===== config.mk =====
export PLATFORM = sky130hd
export DESIGN_NAME = fetch_ctrl
export DESIGN_NICKNAME = d
export VERILOG_FILES = /design/src/rtl/fetch_ctrl.sv
export SDC_FILE = /design/constraint.sdc
export NUM_CORES = 1
export LEC_CHECK = 0
export BUFFER_PORTS_ARGS = -buffer_cell sky130_fd_sc_hd__buf_2
export CORE_UTILIZATION = 54
export CTS_BUF_LIST = sky130_fd_sc_hd__clkbuf_2 sky130_fd_sc_hd__clkbuf_4 sky130_fd_sc_hd__clkbuf_8
export DETAILED_ROUTE_END_ITERATION = 10
export PLACE_DENSITY = 0.91
export SLEW_MARGIN = 20
export SYNTH_ARGS = -nofsm -noshare
export SYNTH_HDL_FRONTEND = slang
export SYNTH_SLANG_ARGS = --single-unit

===== constraint.sdc =====
create_clock -name clk_i -period 2.5 [get_ports clk_i]
set_clock_uncertainty 0.1 [all_clocks]
set_input_delay 0.5 -clock clk_i [delete_from_list [all_inputs] [get_ports clk_i]]
set_output_delay 0.5 -clock clk_i [all_outputs]
set_load 0.05 [all_outputs]

===== src/rtl/fetch_ctrl.sv =====
// fetch_ctrl: IF-stage fetch sequencer, one outstanding imem request, DEPTH-entry buffer toward decode.
// Define FETCH_CTRL_BYPASS_EN to hand a response to decode in its arrival cycle when the buffer is empty.
module fetch_ctrl #(
  parameter int DEPTH = 2
) (
  input  logic        clk_i,
  input  logic        arstn_i,
  input  logic [31:0] pc_i,
  output logic        pc_en_o,
  output logic        tk_brnch_o,
  output logic [31:0] target_o,
  input  logic        redirect_i,
  input  logic [31:0] redirect_target_i,
  output logic        imem_req_o,
  output logic [31:0] imem_addr_o,
  input  logic        imem_gnt_i,
  input  logic        imem_rvalid_i,
  input  logic [31:0] imem_rdata_i,
  output logic        id_valid_o,
  output logic [31:0] id_instr_o,
  output logic [31:0] id_pc_o,
  input  logic        id_ready_i
);
  localparam int CW = $clog2(DEPTH) + 1;
  localparam int PW = DEPTH > 1 ? $clog2(DEPTH) : 1;
  localparam logic [CW-1:0] FULL = CW'(DEPTH);
  localparam logic [PW-1:0] LAST = PW'(DEPTH - 1);

  typedef enum logic [1:0] {IDLE, REQ, WAIT, DRAIN} state_e;

  state_e        state_q, state_d;
  logic [31:0]   pending_pc_q, pending_pc_d;
  logic [CW-1:0] count_q, count_d;
  logic [PW-1:0] rd_ptr_q, rd_ptr_d, wr_ptr_q, wr_ptr_d;
  logic [31:0]   instr_q [DEPTH];
  logic [31:0]   ipc_q [DEPTH];
  logic          push, bypass, buf_push, buf_pop;

  assign imem_addr_o = pc_i;

  always_comb begin
    state_d      = state_q;
    pending_pc_d = pending_pc_q;
    imem_req_o   = 1'b0;
    push         = 1'b0;
    tk_brnch_o   = redirect_i && state_q != IDLE;
    target_o     = tk_brnch_o ? redirect_target_i : '0;
    case (state_q)
      IDLE: state_d = REQ;
      REQ: begin
        imem_req_o = !redirect_i && count_q < FULL;
        if (imem_req_o && imem_gnt_i) begin
          pending_pc_d = pc_i;
          state_d      = WAIT;
        end
      end
      WAIT: begin
        push    = imem_rvalid_i && !redirect_i;
        state_d = imem_rvalid_i ? REQ : redirect_i ? DRAIN : WAIT;
      end
      default: state_d = imem_rvalid_i ? REQ : DRAIN;
    endcase
    pc_en_o = tk_brnch_o || (imem_req_o && imem_gnt_i);
  end

`ifdef FETCH_CTRL_BYPASS_EN
  assign bypass = push && count_q == '0;
`else
  assign bypass = 1'b0;
`endif

  assign id_valid_o = count_q != '0 || bypass;
  assign id_instr_o = bypass ? imem_rdata_i : instr_q[rd_ptr_q];
  assign id_pc_o    = bypass ? pending_pc_q : ipc_q[rd_ptr_q];
  // A bypassed word that decode takes right away never occupies a slot.
  assign buf_push   = push && !(bypass && id_ready_i);
  assign buf_pop    = id_ready_i && count_q != '0 && !tk_brnch_o;

  always_comb begin
    wr_ptr_d = buf_push ? (wr_ptr_q == LAST ? '0 : wr_ptr_q + 1'b1) : wr_ptr_q;
    rd_ptr_d = buf_pop ? (rd_ptr_q == LAST ? '0 : rd_ptr_q + 1'b1) : rd_ptr_q;
    count_d  = tk_brnch_o ? '0 : count_q + CW'(buf_push) - CW'(buf_pop);
  end

  always_ff @(posedge clk_i or negedge arstn_i) begin
    if (!arstn_i) begin
      state_q      <= IDLE;
      pending_pc_q <= '0;
      count_q      <= '0;
      rd_ptr_q     <= '0;
      wr_ptr_q     <= '0;
      instr_q      <= '{default: '0};
      ipc_q        <= '{default: '0};
    end else begin
      state_q      <= state_d;
      pending_pc_q <= pending_pc_d;
      count_q      <= count_d;
      rd_ptr_q     <= rd_ptr_d;
      wr_ptr_q     <= wr_ptr_d;
      if (buf_push) begin
        instr_q[wr_ptr_q] <= imem_rdata_i;
        ipc_q[wr_ptr_q]   <= pending_pc_q;
      end
    end
  end
endmodule


==> impl_metrics.ini, run 1 <==
[cts]
clk_pin_slew_ps = 80
clockBufferDepth = 2
clock_sinks = 166
tritoncts = yes
clk-insertion-delay-late_ps = 450
numCtsBuffers = 17
htree_levels = 4
root_buffer = clkbuf_8

[routing]
viasPerCell = 5.19
drc_errors = 0
dr.pass1.iters = 4
ant_nets = 0
drt-initial-drc-count = 212
wl_um = 15700
vias = 4691
detail_route.wl_per_cell_um = 17.4

[setup_path]
worstSetupPathType = reg2out
cp_max_fo = 24
worst-endpoint-arrival_ps = 1800
cp-start-kind = flop
critPathRequiredTime_ps = 1900
cp-end-kind = output pin

[power_and_ir_drop]
p_sw_uw = 3750
p_leak_uw = 0.00505
power.internal_uw = 5870
clkPwrFrac = 0.210
p_seq_frac = 0.390
p_comb_frac = 0.400
p_sw_frac = 0.390
power_density_mw_per_mm2 = 1040
ir_drop_uv = 611

[logic_synthesis]
yosysTopAreaCell = dfrtp_1
avgSynthCellArea_um2 = 15.5
synth_flop_cell = dfrtp_1
synth_top_area_share = 0.532
synth_area_leaders = dfrtp_1 (53%), mux2_2 (24%), mux2_4 (12%), buf_4 (3.1%), and2_1 (2.6%)
synthesis.nets = 608
synth_cells = 504
async_flop_share = 1.00
yosysMostFrequentCell = dfrtp_1
ys_seq_area_frac = 0.532
synth_cell_types = 26
ys_top_cells_by_count = dfrtp_1 (166), mux2_2 (164), mux2_4 (60)
synthesis.area_mm2 = 0.00781
synth_edf_count = 0
synth_warnings = 0
synth_seq_cells = 166

[timing]
hold_violations = 0
layout_setup_ws_ps = 100
setup_violations = 0
fmax_mhz = 417
worstMarginPinSlew_ps = 624
rsz0062_at_grt = no
hold_ws_ps = 177
slew_violations = 0
layout_min_cycle_time_ps = 2400
maxSlewHeadroom = 0.584
period_share = 0.960
tns_ps = 0

[global_route]
grt.total_usage = 0.217
antenna_found_initial = 0
grt_pass1_vias = 5052
grt_pass1_wl_um = 24500
grt_max_degree = 66
grt_overflow_total = 0

[placed_design]
port_buffers = 233
dp_hpwl_um = 11100
place.gp.congestion = 0.831
dp_slack_ps = 356

[job]
maxCapViolations = 0

[final_layout]
diodes = 0
nFillCells = 989
drive_above_1_share = 0.704
syn2layout_area_growth_pct = 19.0
fin_nets = 816

[floorplanning]
die_x_um = 122
die_h_um = 122
start_util = 0.558
ios = 234
rows = 43
die_area_mm2 = 0.0149
core_area_mm2 = 0.0140

[run_status]
status = finished, final reports clean

[min_path]
hold_class = in2reg
[critical path: stages, from the launching register on]
cell and delay (ps):
dfrtp_2 390, buf_4 330, mux2_2 390, buf_2 220
[kinds of logic after synthesis]
family,synth area share
multiplexers,0.352
flip-flops,0.532
buffers and inverters,0.0676
AND/OR/NAND/NOR,0.0383
AO/OA/AOI/OAI,0.00369
XOR/XNOR,0.00337
adder cells (fa/ha/maj),0.00320
[metrics by stage]
stage          std cells  total power, µW   util  cell area (µm²)
4_1_cts              903             9720  0.664             9290
6_report             903             9620  0.664             9290
3_3_place_gp         872             7510  0.633             8860
2_1_floorplan        504             6780      -             7820
5_1_grt              903            10100  0.664             9290
3_5_place_dp         872             7670  0.633             8860
[registers in the layout, indices dropped and copies added (netlist names)]
signal        count
count_q           2
instr_q          64
ipc_q            64
pending_pc_q     32
rd_ptr_q          1
state_q           2
wr_ptr_q          1
[final timing paths]
kind,start,slack (ps),cells after the start,to
worst max-delay path,rd_ptr_q,100,3,id_instr_o[24]
worst min-delay path,imem_rvalid_i,180,2,state_q[1]
worst max register to register,state_q[1],470,8,count_q[1]
worst min register to register,instr_q[47],400,1,instr_q[47]
max in group asynchronous,arstn_i,1120,3,pending_pc_q[4]
min in group asynchronous,arstn_i,520,2,instr_q[51]
[power groups by stage]
stage	Clock (µW)	Combinational [µW]	Sequential (µW)
after floorplan	0	3130	3640
after global placement	0	3790	3720
after detailed placement	0	3870	3800
after CTS	2080	3890	3750
after global routing	2200	4040	3840
final	2030	3850	3750
[timing repair]
action                                 4_1_cts  5_1_grt
gates resized for setup                      0        2
endpoints found under the hold margin       61        0
setup buffers                                0        0
setup endpoints to repair                    0        7
hold buffers                                 1        0
[placed cells by master, fill, tap and decap left out, types with 2 or more instances in the layout]
cell type	n
buf_12	4
nor2_1	2
inv_1	3
xor2_1	2
dfrtp_1	164
bufinv_16	3
buf_2	231
mux2_4	60
clkbuf_8	20
clkinvlp_4	3
and2_1	33
clkbuf_4	4
buf_4	9
ha_1	2
dfrtp_2	2
o21ai_0	2
mux2_2	164
[area by class of cell]
cell class	count	area, µm²	area share
flip-flops and latches	166	4160	0.447
multi-input cells	277	3150	0.339
repair buffers	247	1330	0.143
clock buffers	23	298	0.0321
well taps	180	225	0.0242
clock inverters	7	121	0.0131
inverters	3	11.3	0.00121
[per-layer routing]
metal | part of all wire | routed length, µm | up-vias | track usage
met1 | 0.41 | 6460 | 2368 | 0.253
met5 | 0 | 0 | - | 0
li1 | - | - | 2142 | -
met3 | 0.054 | 849 | 12 | 0.0604
met4 | 0.010 | 157 | 0 | 0.0640
met2 | 0.52 | 8240 | 169 | 0.387
(Power assumes the default switching activity.)
==> run 2, diff against run 1 <==
RECOVER_POWER = 100   (was not set)
==> impl_metrics.ini, run 2 (synthesis gave the netlist of run 1 again) <==
[run_status]
status = complete, but fails checks
violations = max-capacitance violations, max-slew violations

[timing]
hold_ws_ps = 143
maxSlewHeadroom = -0.0599
slew_violations = 66
tns_ps = 0
layout_min_cycle_time_ps = 2400
period_share = 0.961
rsz0062_at_grt = no
hold_violations = 0
fmax_mhz = 416
worstMarginPinSlew_ps = 1590
setup_violations = 0

[routing]
viasPerCell = 5.14
drt-initial-drc-count = 181
dr.pass1.iters = 4
vias = 4644
wl_um = 15700
drc_errors = 0
ant_nets = 0
detail_route.wl_per_cell_um = 17.4

[cts]
clock_sinks = 166
htree_levels = 4
numCtsBuffers = 17
tritoncts = yes
clk-insertion-delay-late_ps = 450
root_buffer = clkbuf_8
clockBufferDepth = 2
clk_pin_slew_ps = 80

[power_and_ir_drop]
p_sw_frac = 0.395
power_density_mw_per_mm2 = 1060
p_seq_frac = 0.394
power.internal_uw = 5730
ir_drop_uv = 598
p_sw_uw = 3750
p_leak_uw = 0.00473
clkPwrFrac = 0.214
p_comb_frac = 0.392

[setup_path]
cp-start-kind = flop
r2r_cells = 4
cp_max_fo = 41
worstSetupPathType = reg2out
path_cells = buf_8, mux2_2, clkbuf_2
path_delay_family = buffers and inverters
critPathRequiredTime_ps = 1900
cp-end-kind = output pin
cp.buffers_inverters = 2
cpMaxStageDelayCell = mux2_2
setup.worst_path.end = id_instr_o[10]
r2r_end = ipc_q[38]
startpoint = rd_ptr_q
r2r-start = state_q[0]
critPathMaxStageDelay_ps = 390
worst-endpoint-arrival_ps = 1800
cp.depth = 3
rrSetupSlack_ps = 170

[global_route]
grt_pass1_wl_um = 24500
grt_max_degree = 66
grt_overflow_total = 0
grt_pass1_vias = 5052
grt.total_usage = 0.217
antenna_found_initial = 0

[placed_design]
place.gp.congestion = 0.831
port_buffers = 233
dp_hpwl_um = 11100

[floorplanning]
die_area_mm2 = 0.0149
ios = 234
rows = 43
core_area_mm2 = 0.0140
start_util = 0.558
die_x_um = 122
die_h_um = 122

[min_path]
hold_class = in2reg

[final_layout]
diodes = 0
nFillCells = 1100
final_cell_mix = mux2_2 (164), dfrtp_1 (164), buf_2 (134)
seqCellArea_mm2 = 0.00416
syn2layout_area_growth_pct = 14.7
drive_above_1_share = 0.581
fin_nets = 816
multi_input_area_mm2 = 0.00291
top_regs = instr_q x64, ipc_q x64, pending_pc_q x32

[job]
maxCapViolations = 1
run 2: how the worst min path moves through the flow:
stage / from / to / slack (ps) / cells past startpoint
floorplan: arstn_i / count_q[0] / 100 / 0
global placement: ipc_q[0] / ipc_q[0] / 380 / 1
detailed placement: ipc_q[24] / ipc_q[24] / 390 / 1
CTS: imem_rdata_i[3] / instr_q[3] / 140 / 2
global route: imem_rvalid_i / state_q[1] / 120 / 2
finish: imem_rvalid_i / state_q[1] / 140 / 2
run 2: worst register-to-register path, stage by stage, from the launching register on:
cell and delay, ps:
dfrtp_1 410, nand4bb_1 340, nor2_4 170, clkbuf_2 750, mux2_2 450
run 2: repair_timing:
| action | 4_1_cts | 5_1_grt |
|---|---|---|
| endpoints found under the setup margin | 0 | 7 |
| resized for setup | 0 | 2 |
| buffers inserted | 0 | 0 |
| hold endpoints to repair | 61 | 0 |
| hold buffers | 1 | 0 |
run 2: stage by stage:
step	worst slack (ps)	utilization	total power [µW]	instance area, µm²	instances
floorplan	56.7	-	6780	7820	504
global placement	392	0.633	7510	8860	872
detailed placement	356	0.633	7670	8860	872
CTS	52.3	0.664	9720	9290	903
global route	6.38	0.640	9920	8960	903
finish	97.3	0.640	9470	8960	903
run 2: layout make-up:
| type | count | share of cell area |
|---|---|---|
| tap | 180 | 0.0251 |
| multi-input combinational | 277 | 0.325 |
| clock inverter | 7 | 0.0135 |
| sequential | 166 | 0.464 |
| clock buffer | 23 | 0.0332 |
| inverter | 3 | 0.00126 |
| timing repair buffer | 247 | 0.138 |
run 2: per-layer routing:
| layer | track usage | up-vias | wire [µm] |
|---|---|---|---|
| met5 | 0 | - | 0 |
| met4 | 0.0640 | 0 | 169 |
| met2 | 0.387 | 163 | 8230 |
| met1 | 0.253 | 2320 | 6470 |
| met3 | 0.0604 | 16 | 818 |
| li1 | - | 2145 | - |
run 2: power by group through the flow:
stage          Sequential [µW]  Combinational, µW  Clock [µW]
2_1_floorplan             3640               3130           0
3_3_place_gp              3720               3790           0
3_5_place_dp              3800               3870           0
4_1_cts                   3750               3890        2080
5_1_grt                   3820               3900        2200
6_report                  3730               3710        2030
==> run 3, diff against run 2 <==
CORE_UTILIZATION = 41   (was 54)
PLACE_DENSITY = 0.74   (was 0.91)
==> impl_metrics.ini, run 3 (synthesis gave the netlist of run 1 again) <==
[min_path]
holdPathEnd = state_q[1]
hold_depth = 2
hold_class = in2reg
hold_path.startpoint = imem_rvalid_i

[routing]
ant_nets = 0
dr.pass1.iters = 6
wl_um = 15300
drc_errors = 0
vias = 4627
viasPerCell = 4.83
detail_route.wl_per_cell_um = 16.0
drt-initial-drc-count = 123

[setup_path]
cp-end-kind = output pin
r2r-start = state_q[0]
critPathMaxStageDelay_ps = 400
cp-start-kind = flop
worstSetupPathType = reg2out
r2r_end = ipc_q[2]
critPathRequiredTime_ps = 1900
cpMaxStageDelayCell = dfrtp_2
worst-endpoint-arrival_ps = 1770
rrSetupSlack_ps = 240
path_cells = buf_6, mux2_2, clkbuf_2
r2r_cells = 4
cp_max_fo = 27

[timing]
tns_ps = 0
period_share = 0.946
maxSlewHeadroom = 0.179
setup_violations = 0
layout_min_cycle_time_ps = 2370
hold_violations = 0
worstMarginPinSlew_ps = 1230
fmax_mhz = 423
rsz0062_at_grt = no
slew_violations = 0
hold_ws_ps = 159

[final_layout]
post-route-cell-area_mm2 = 0.00904
fin_util = 0.483
nFillCells = 1727
final_cell_mix = dfrtp_1 (164), mux2_2 (163), buf_2 (104)
top_regs = instr_q x64, ipc_q x64, pending_pc_q x32
fin_nets = 815
syn2layout_area_growth_pct = 15.7
drive_above_1_share = 0.580
final_common_cell = dfrtp_1
diodes = 0

[cts]
clk-insertion-delay-late_ps = 440
root_buffer = clkbuf_8
clock_sinks = 166
htree_levels = 4
post-cts-setup-buffer-count = 0
clk_pin_slew_ps = 90
numCtsBuffers = 17
clockBufferDepth = 2
tritoncts = yes

[power_and_ir_drop]
power_density_mw_per_mm2 = 1040
p_leak_uw = 0.00473
ir_drop_uv = 463

[floorplanning]
ios = 234
start_util = 0.417
die_h_um = 140
core_area_mm2 = 0.0187
die_area_mm2 = 0.0196
die_x_um = 140
rows = 50

[global_route]
grt_overflow_total = 0
grt_pass1_wl_um = 25300
grt_pass1_vias = 4984
antenna_found_initial = 0
grt_max_degree = 59
grt.total_usage = 0.168

[run_status]
status = finished, final reports clean

[placed_design]
place.gp.congestion = 0.864
port_buffers = 233
dp_hpwl_um = 10400
place_area_mm2 = 0.00895

[job]
maxCapViolations = 0
[run 3: cell count changes in the layout (fill, tap and decap cells not counted), sizes merged]
cell / previous run / this run
buf: 142 / 110
bufinv: 3 / 2
clkbuf: 127 / 160
clkinvlp: 3 / 1
inv: 3 / 5
[run 3: how the worst max path moves through the flow]
| stage | from | end | cells past startpoint |
|---|---|---|---|
| after CTS | rd_ptr_q | id_pc_o[2] | 3 |
| after global placement | redirect_i | ipc_q[11] | 5 |
| after floorplan | state_q[1] | pc_en_o | 4 |
| after detailed placement | redirect_i | ipc_q[2] | 5 |
| final | rd_ptr_q | id_pc_o[3] | 3 |
| after global routing | rd_ptr_q | id_pc_o[3] | 3 |
[run 3: per-layer routing]
| layer | GRT usage | share of wire | vias up |
|---|---|---|---|
| li1 | - | - | 2144 |
| met1 | 0.210 | 0.45 | 2295 |
| met2 | 0.280 | 0.48 | 170 |
| met3 | 0.0448 | 0.049 | 18 |
| met4 | 0.0555 | 0.017 | 0 |
| met5 | 0 | 0 | - |
[run 3: critical path, delay by kind of cell, from the launching register on]
kind	cells	cell delay [ps]
buffers and inverters	2	510
multiplexers	1	380
flip-flops	1	400
[run 3: timing repair]
action	4_1_cts	5_1_grt
hold buffers	1	0
setup endpoints to repair	0	34
hold endpoints to repair	44	0
gates resized for setup	0	2
[run 3: where the power goes]
part	internal, µW	leakage [µW]	total, µW	switching (µW)
registers	3350	0.00218	3700	351
clock network	1040	0.000211	2000	958
logic	1290	0.00234	3710	2410
[run 3: per-stage QoR]
step / total power [µW] / cells / setup WS (ps)
2_1_floorplan: 6780 / 504 / 56.7
4_1_cts: 9680 / 957 / 0.0766
5_1_grt: 9900 / 957 / 36.5
3_3_place_gp: 7570 / 925 / 391
6_report: 9400 / 957 / 134
3_5_place_dp: 7640 / 925 / 363
[run 3: layout make-up]
| cell class | count | area, µm² | area share |
|---|---|---|---|
| timing repair buffer | 246 | 1250 | 0.138 |
| sequential | 166 | 4160 | 0.460 |
| clock inverter | 6 | 90.1 | 0.00997 |
| multi-input combinational | 277 | 2920 | 0.323 |
| tap | 234 | 293 | 0.0324 |
| inverter | 3 | 11.3 | 0.00125 |
| clock buffer | 25 | 319 | 0.0353 |
